$ cat src/rtl/twiddle_mult_if.sv
// Handshake and data bundle for the complex twiddle multiplier.
// Carries the input sample/twiddle stream, the rotated output stream and the sticky flag.
// slave = multiplier side, master = producer/consumer side (testbench or surrounding datapath).
interface twiddle_mult_if #(
    parameter int DW = 16,
    parameter int WW = 16
);
    // Input stream: sample plus the twiddle for that sample
    logic                 in_valid;
    logic                 in_ready;
    logic signed [DW-1:0] in_real;
    logic signed [DW-1:0] in_imag;
    logic signed [WW-1:0] W_real;
    logic signed [WW-1:0] W_imag;
    logic                 w_en;

    // Output stream: rotated sample tagged with its position in the 4-point frame
    logic                 out_valid;
    logic                 out_ready;
    logic signed [DW-1:0] out_real;
    logic signed [DW-1:0] out_imag;
    logic [1:0]           out_idx;

    // Sticky clamp indicator
    logic                 sat_flag;

    modport slave (
        input  in_valid,
        input  in_real,
        input  in_imag,
        input  W_real,
        input  W_imag,
        input  w_en,
        input  out_ready,
        output in_ready,
        output out_valid,
        output out_real,
        output out_imag,
        output out_idx,
        output sat_flag
    );

    modport master (
        output in_valid,
        output in_real,
        output in_imag,
        output W_real,
        output W_imag,
        output w_en,
        output out_ready,
        input  in_ready,
        input  out_valid,
        input  out_real,
        input  out_imag,
        input  out_idx,
        input  sat_flag
    );
endinterface

$ cat src/rtl/twiddle_mult.sv
// Complex sample x Q1.14 twiddle rotation with round-half-up and saturation to DW bits.
// Latency: 3 cycles (operand reg, partial-product reg, rounded/saturated output reg).
// Backpressure: one global enable (!out_valid || out_ready) freezes every stage; in_ready mirrors it.
module twiddle_mult #(
    parameter int DW = 16,
    parameter int WW = 16
) (
    input  logic           clk,
    input  logic           rst,
    twiddle_mult_if.slave  bus
);
    // Product and sum widths: full precision, nothing truncated before rounding
    localparam int PW   = DW + WW;
    localparam int SW   = PW + 1;
    localparam int FRAC = WW - 2;

    // 1.0 in Q1.14 used when the twiddle is bypassed
    localparam logic signed [WW-1:0] W_ONE = {{(WW-FRAC-1){1'b0}}, 1'b1, {FRAC{1'b0}}};
    // Half an LSB of the output, added before the arithmetic shift
    localparam logic signed [SW-1:0] RND   = {{(SW-FRAC){1'b0}}, 1'b1, {(FRAC-1){1'b0}}};
    // Output range limits expressed at sum width
    localparam logic signed [SW-1:0] MAXV  = {{(SW-DW+1){1'b0}}, {(DW-1){1'b1}}};
    localparam logic signed [SW-1:0] MINV  = ~MAXV;

    // ------------------------------------------------------------------
    // Flow control
    // ------------------------------------------------------------------
    logic en;
    logic in_fire;
    logic out_vld_q;

    assign en           = !out_vld_q || bus.out_ready;
    assign in_fire      = bus.in_valid && en;
    assign bus.in_ready = en;

    // ------------------------------------------------------------------
    // Frame counter: position of each accepted sample in the 4-point frame
    // ------------------------------------------------------------------
    logic [1:0] cnt_q;
    logic [1:0] cnt_d;

    // Advance only on real transfers; bubbles leave the count alone
    always_comb begin
        cnt_d = cnt_q;
        if (in_fire) begin
            cnt_d = cnt_q + 2'd1;
        end
    end

    // Frame counter register
    always_ff @(posedge clk) begin
        if (rst) begin
            cnt_q <= 2'd0;
        end else begin
            cnt_q <= cnt_d;
        end
    end

    // ------------------------------------------------------------------
    // S1: operand capture
    // ------------------------------------------------------------------
    logic                 s1_vld_q;
    logic signed [DW-1:0] s1_re_q;
    logic signed [DW-1:0] s1_im_q;
    logic signed [WW-1:0] s1_wr_q;
    logic signed [WW-1:0] s1_wi_q;
    logic [1:0]           s1_idx_q;
    logic signed [WW-1:0] s1_wr_d;
    logic signed [WW-1:0] s1_wi_d;

    // Bypass replaces the twiddle with exactly 1.0 + 0j so the same datapath is reused
    always_comb begin
        s1_wr_d = W_ONE;
        s1_wi_d = '0;
        if (bus.w_en) begin
            s1_wr_d = bus.W_real;
            s1_wi_d = bus.W_imag;
        end
    end

    // S1 valid bit
    always_ff @(posedge clk) begin
        if (rst) begin
            s1_vld_q <= 1'b0;
        end else if (en) begin
            s1_vld_q <= bus.in_valid;
        end
    end

    // S1 data; meaningless while s1_vld_q is low, so no reset
    always_ff @(posedge clk) begin
        if (en) begin
            s1_re_q  <= bus.in_real;
            s1_im_q  <= bus.in_imag;
            s1_wr_q  <= s1_wr_d;
            s1_wi_q  <= s1_wi_d;
            s1_idx_q <= cnt_q;
        end
    end

    // ------------------------------------------------------------------
    // S2: four partial products at full precision
    // ------------------------------------------------------------------
    logic                 s2_vld_q;
    logic signed [PW-1:0] p_rr_q;
    logic signed [PW-1:0] p_ii_q;
    logic signed [PW-1:0] p_ri_q;
    logic signed [PW-1:0] p_ir_q;
    logic [1:0]           s2_idx_q;
    logic signed [PW-1:0] p_rr_d;
    logic signed [PW-1:0] p_ii_d;
    logic signed [PW-1:0] p_ri_d;
    logic signed [PW-1:0] p_ir_d;

    // Operands sign-extended to product width before multiplying
    always_comb begin
        p_rr_d = PW'(s1_re_q) * PW'(s1_wr_q);
        p_ii_d = PW'(s1_im_q) * PW'(s1_wi_q);
        p_ri_d = PW'(s1_re_q) * PW'(s1_wi_q);
        p_ir_d = PW'(s1_im_q) * PW'(s1_wr_q);
    end

    // S2 valid bit
    always_ff @(posedge clk) begin
        if (rst) begin
            s2_vld_q <= 1'b0;
        end else if (en) begin
            s2_vld_q <= s1_vld_q;
        end
    end

    // S2 products; qualified by s2_vld_q
    always_ff @(posedge clk) begin
        if (en) begin
            p_rr_q   <= p_rr_d;
            p_ii_q   <= p_ii_d;
            p_ri_q   <= p_ri_d;
            p_ir_q   <= p_ir_d;
            s2_idx_q <= s1_idx_q;
        end
    end

    // ------------------------------------------------------------------
    // S3: combine, round, saturate, register as the output
    // ------------------------------------------------------------------
    logic signed [SW-1:0] sum_re;
    logic signed [SW-1:0] sum_im;
    logic signed [SW-1:0] sh_re;
    logic signed [SW-1:0] sh_im;
    logic signed [DW-1:0] res_re_d;
    logic signed [DW-1:0] res_im_d;
    logic                 clip_re;
    logic                 clip_im;

    // Complex combine at one extra bit, then round half toward +inf via add-half and floor shift
    always_comb begin
        sum_re = SW'(p_rr_q) - SW'(p_ii_q);
        sum_im = SW'(p_ri_q) + SW'(p_ir_q);
        sh_re  = (sum_re + RND) >>> FRAC;
        sh_im  = (sum_im + RND) >>> FRAC;
    end

    // Clamp each component to the signed DW-bit range and note whether it clipped
    always_comb begin
        res_re_d = sh_re[DW-1:0];
        clip_re  = 1'b0;
        if (sh_re > MAXV) begin
            res_re_d = MAXV[DW-1:0];
            clip_re  = 1'b1;
        end else if (sh_re < MINV) begin
            res_re_d = MINV[DW-1:0];
            clip_re  = 1'b1;
        end

        res_im_d = sh_im[DW-1:0];
        clip_im  = 1'b0;
        if (sh_im > MAXV) begin
            res_im_d = MAXV[DW-1:0];
            clip_im  = 1'b1;
        end else if (sh_im < MINV) begin
            res_im_d = MINV[DW-1:0];
            clip_im  = 1'b1;
        end
    end

    logic signed [DW-1:0] out_re_q;
    logic signed [DW-1:0] out_im_q;
    logic [1:0]           out_idx_q;
    logic                 sat_q;

    // Output register; data only reloads for a valid result so bubbles leave it steady
    always_ff @(posedge clk) begin
        if (rst) begin
            out_vld_q <= 1'b0;
            out_re_q  <= '0;
            out_im_q  <= '0;
            out_idx_q <= 2'd0;
        end else if (en) begin
            out_vld_q <= s2_vld_q;
            if (s2_vld_q) begin
                out_re_q  <= res_re_d;
                out_im_q  <= res_im_d;
                out_idx_q <= s2_idx_q;
            end
        end
    end

    // Sticky saturation flag, set only by clipped results that actually advance
    always_ff @(posedge clk) begin
        if (rst) begin
            sat_q <= 1'b0;
        end else if (en && s2_vld_q && (clip_re || clip_im)) begin
            sat_q <= 1'b1;
        end
    end

    assign bus.out_valid = out_vld_q;
    assign bus.out_real  = out_re_q;
    assign bus.out_imag  = out_im_q;
    assign bus.out_idx   = out_idx_q;
    assign bus.sat_flag  = sat_q;

endmodule

$ cat src/flat_wrapper.sv
// flat-port wrapper written by rule: the top's interface ports become plain ports
module twiddle_mult_flat 
#(
    parameter int DW = 16,
    parameter int WW = 16
)
  (clk, rst, bus_in_valid, bus_in_real, bus_in_imag, bus_W_real, bus_W_imag, bus_w_en, bus_out_ready, bus_in_ready, bus_out_valid, bus_out_real, bus_out_imag, bus_out_idx, bus_sat_flag);
  twiddle_mult_if #(.DW(DW), .WW(WW)) bus_i ();
  input  logic clk;
  input  logic rst;
  input wire logic [$bits(bus_i.in_valid)-1:0] bus_in_valid;
  input wire logic [$bits(bus_i.in_real)-1:0] bus_in_real;
  input wire logic [$bits(bus_i.in_imag)-1:0] bus_in_imag;
  input wire logic [$bits(bus_i.W_real)-1:0] bus_W_real;
  input wire logic [$bits(bus_i.W_imag)-1:0] bus_W_imag;
  input wire logic [$bits(bus_i.w_en)-1:0] bus_w_en;
  input wire logic [$bits(bus_i.out_ready)-1:0] bus_out_ready;
  output wire logic [$bits(bus_i.in_ready)-1:0] bus_in_ready;
  output wire logic [$bits(bus_i.out_valid)-1:0] bus_out_valid;
  output wire logic [$bits(bus_i.out_real)-1:0] bus_out_real;
  output wire logic [$bits(bus_i.out_imag)-1:0] bus_out_imag;
  output wire logic [$bits(bus_i.out_idx)-1:0] bus_out_idx;
  output wire logic [$bits(bus_i.sat_flag)-1:0] bus_sat_flag;
  assign bus_i.in_valid = bus_in_valid;
  assign bus_i.in_real = bus_in_real;
  assign bus_i.in_imag = bus_in_imag;
  assign bus_i.W_real = bus_W_real;
  assign bus_i.W_imag = bus_W_imag;
  assign bus_i.w_en = bus_w_en;
  assign bus_i.out_ready = bus_out_ready;
  assign bus_in_ready = bus_i.in_ready;
  assign bus_out_valid = bus_i.out_valid;
  assign bus_out_real = bus_i.out_real;
  assign bus_out_imag = bus_i.out_imag;
  assign bus_out_idx = bus_i.out_idx;
  assign bus_sat_flag = bus_i.sat_flag;
  twiddle_mult #(.DW(DW), .WW(WW)) u_core (.clk(clk), .rst(rst), .bus(bus_i));
endmodule
$ cat config.mk
export PLATFORM = sky130hd
export DESIGN_NAME = twiddle_mult_flat
export DESIGN_NICKNAME = d
export VERILOG_FILES = /design/src/rtl/twiddle_mult_if.sv /design/src/rtl/twiddle_mult.sv /design/src/flat_wrapper.sv
export SDC_FILE = /design/constraint.sdc
export NUM_CORES = 2
export LEC_CHECK = 0
export ABC_AREA = 1
export CELL_PAD_IN_SITES_DETAIL_PLACEMENT = 2
export CELL_PAD_IN_SITES_GLOBAL_PLACEMENT = 2
export CORE_UTILIZATION = 41
export CTS_BUF_LIST = sky130_fd_sc_hd__clkbuf_2
export DETAILED_ROUTE_END_ITERATION = 8
export GPL_TIMING_DRIVEN = 0
export PLACE_DENSITY = 0.89
export SLEW_MARGIN = 10
export SYNTH_ARGS = -nofsm -noshare
export SYNTH_HDL_FRONTEND = slang
export SYNTH_SLANG_ARGS = --single-unit
export TNS_END_PERCENT = 50
$ cat constraint.sdc
create_clock -name clk -period 7.2 [get_ports clk]
set_input_delay 1.08 -clock clk [delete_from_list [all_inputs] [get_ports clk]]
set_output_delay 1.08 -clock clk [all_outputs]
set_load 0.05 [all_outputs]
==> results.py <==
metrics = {
    "sta": {
        "clock_skew_ps": 145,
        "postLayoutSetupSlackWorst_ps": -57.3,
        "period_share": 1.01,
        "fin_setup_tns_ps": -70.7,
        "rsz0062_at_grt": "yes",
        "slew_headroom": 0.0613,
        "worst_pin_slew_ps": 1410,
        "setup_viol_count_final": 2,
        "fmax_ghz": 0.138,
        "final-max-slew-violation-count": 0,
        "hold_viol": 0,
        "period_minus_slack_ps": 7260,
    },
    "logic_synthesis": {
        "async_flop_share": 0,
        "ys_ff_latch": 236,
        "seq_area_frac_synth": 0.129,
        "synth-edff-count": 196,
        "yosysWarnings": 0,
        "synth_area_per_cell_sq_um": 8.42,
        "synth_area_sq_um": 51900,
        "ys_types": 46,
        "synthCells": 6161,
        "synthesis.nets": 7728,
        "synth-main-ff-cell": "edfxtp_1",
    },
    "floorplan": {
        "ios": 106,
        "die_x_microns": 358,
        "start_util": 0.413,
        "fp-row-count": 130,
        "dieArea_sq_um": 128000,
        "die_h_microns": 358,
        "core_sq_um": 126000,
    },
    "worst_hold_path": {
        "holdCritStartpoint": "bus_in_imag[8]",
        "hold_end": "u_core.s1_im_q[8]",
        "min_path_type": "input port to flip-flop",
        "hold_depth": 1,
    },
    "layout": {
        "nFillCells": 14100,
        "nets": 7946,
        "design_area_sq_um": 56500,
        "drive_gt1_frac": 0.0518,
        "layout_commonest_cell": "inv_1",
        "area_growth_syn_to_layout_pct": 8.84,
        "final_cell_mix": "inv_1 (1819), nand2_1 (1498), fa_1 (1045)",
        "final_util": 0.450,
    },
    "critical_path": {
        "cp_data_required_time_ps": 8390,
        "worstReg2RegEnd": "u_core.p_ri_q[29]",
        "crit_fanout": 10,
        "r2r_start": "u_core.s1_re_q[15]",
        "critPathKind": "flip-flop to flip-flop",
        "worst_setup_path_end_kind": "flip-flop",
        "r2r_slack_ps": -60,
        "reg2reg_depth": 21,
        "arrival_ps": 8440,
        "cp-start-kind": "flip-flop",
    },
    "global_route": {
        "antenna_found_initial": 28,
        "first_global_vias": 53900,
        "grt_max_degree": 106,
        "grt-ovfl-total": 0,
        "grt_pass1_wl_microns": 353000,
        "grt_use_total": 0.389,
    },
    "detailed_routing": {
        "drt_iter0_markers": 3258,
        "viasPerCell": 5.56,
        "ant_nets": 0,
        "drc": 0,
        "firstDrtPassIters": 6,
        "num_vias": 45000,
        "wirelength_microns": 246000,
        "wl_per_cell_microns": 30.3,
    },
    "clock_tree": {
        "htree_levels": 3,
        "root_buffer": "clkbuf_2",
        "numCtsBuffers": 77,
        "clk-insertion-delay-late_ps": 1530,
        "cts_tree": "done",
        "clockBufferDepth": 3,
        "cts.sinks": 236,
        "clkSlewWorstSetupHoldPaths_ps": 110,
    },
    "status": {
        "violations": "setup timing",
        "status": "finished, violations left",
    },
    "placement": {
        "place_area_sq_um": 55100,
        "routabilityCongestion": 1.01,
        "dp_hpwl_microns": 200000,
        "portBuffers": 105,
    },
    "job": {
        "max_cap_violations": 0,
    },
}
==> logic make-up after synthesis <==
logic type / synth area share
AO/OA/AOI/OAI: 0.0452
XOR/XNOR: 0.0302
adder cells (fa/ha/maj): 0.513
buffers and inverters: 0.147
flip-flops: 0.129
AND/OR/NAND/NOR: 0.136
==> synth_stat cells (2+ instances only) <==
library cell | instances | area (sq um)
inv_1 | 1822 | 6840
nand2_1 | 1498 | 5620
fa_1 | 1048 | 21000
ha_1 | 450 | 5630
clkbuf_1 | 199 | 747
edfxtp_1 | 196 | 5890
nor2_1 | 193 | 724
a21oi_1 | 188 | 941
o21ai_0 | 104 | 521
xor2_1 | 102 | 893
xnor2_1 | 77 | 674
nand3_1 | 55 | 275
dfxtp_1 | 40 | 801
a21o_1 | 24 | 180
a31oi_1 | 21 | 131
nand4_1 | 19 | 119
o21bai_1 | 18 | 135
a21oi_2 | 17 | 149
nor3_1 | 13 | 65.1
and3_1 | 7 | 43.8
nor4_1 | 7 | 43.8
nand2_2 | 6 | 37.5
o21a_1 | 6 | 45.0
o21ai_1 | 6 | 30.0
nor2_2 | 5 | 31.3
o2111ai_1 | 5 | 43.8
o211ai_1 | 4 | 30.0
a211oi_1 | 3 | 22.5
buf_6 | 3 | 33.8
a21boi_1 | 2 | 15.0
a21oi_4 | 2 | 32.5
a31o_2 | 2 | 17.5
and2_1 | 2 | 12.5
buf_1 | 2 | 7.51
nand2_4 | 2 | 22.5
nand3_2 | 2 | 20.0
or2_2 | 2 | 12.5
==> what timing repair did <==
item	4_1_cts	5_1_grt
gates resized for setup	83	196
endpoints found under the setup margin	44	19
hold endpoints to repair	3	0
pin swaps	2	1
hold buffers	3	0
setup buffers	21	11
==> sequential cells by signal, indices dropped and copies added (netlist names) <==
signal	count
u_core.s2_idx_q	2
u_core.bus.out_valid	1
u_core.p_ii_q	32
u_core.bus.out_imag	16
u_core.p_ir_q	32
u_core.bus.sat_flag	1
u_core.s1_wr_q	16
u_core.s2_vld_q	1
u_core.cnt_q	2
u_core.p_rr_q	32
u_core.s1_re_q	16
u_core.p_ri_q	32
u_core.bus.out_idx	2
u_core.s1_vld_q	1
u_core.s1_idx_q	2
u_core.bus.out_real	16
u_core.s1_im_q	16
u_core.s1_wi_q	16
==> layout make-up <==
class | instances | area [sq um] | share of cell area
multi-input combinational | 3898 | 37600 | 0.666
inverter | 1822 | 6850 | 0.121
sequential | 236 | 6690 | 0.118
tap | 1650 | 2060 | 0.0365
timing repair buffer | 143 | 1500 | 0.0266
buffer | 201 | 1020 | 0.0181
clock buffer | 104 | 520 | 0.00921
clock inverter | 30 | 191 | 0.00339
antenna | 14 | 35.0 | 0.000620
==> layer usage <==
metal | track usage | wire (microns) | up-vias
li1 | - | - | 18300
met1 | 0.427 | 86300 | 23300
met5 | 0.00481 | 237 | -
met3 | 0.110 | 21500 | 1065
met2 | 0.638 | 116000 | 2278
met4 | 0.293 | 21300 | 23
==> through the flow <==
step                      std cells  setup WS (ps)  hold slack (ps)
after floorplan                6161            834              400
after global placement         7916          -3130              405
after detailed placement       7919          -1430              406
after CTS                      8075           1.06             15.4
after global routing           8092           -158             84.7
final                          8098          -57.3              160
==> worst max path at each step <==
| stage | start | to |
|---|---|---|
| 3_3_place_gp | bus_out_ready | bus_in_ready |
| 4_1_cts | u_core.s1_im_q[7] | u_core.p_ii_q[30] |
| 6_report | u_core.s1_re_q[15] | u_core.p_ri_q[29] |
| 2_1_floorplan | bus_out_ready | bus_in_ready |
| 3_5_place_dp | u_core.s1_wi_q[15] | u_core.p_ri_q[29] |
| 5_1_grt | u_core.s1_im_q[13] | u_core.p_ii_q[26] |
==> critical path, stage by stage (launching register included) <==
cell      delay [ps]
edfxtp_1         570
clkbuf_4         320
nand2_1          210
inv_1            160
fa_2             740
fa_2             520
fa_1             500
fa_1             560
fa_1             540
inv_1             90
fa_1             530
inv_1             60
ha_1             380
nand2_1          150
nor4_2           470
nand2_1          120
o211ai_1         200
buf_4            180
nand3_1           90
nand2_1          170
a31oi_1          170
xor2_1           210
Power is left out: the tool's default activity adds up to more than one toggle a clock period on the data nets, which glitch-free logic cannot reach.
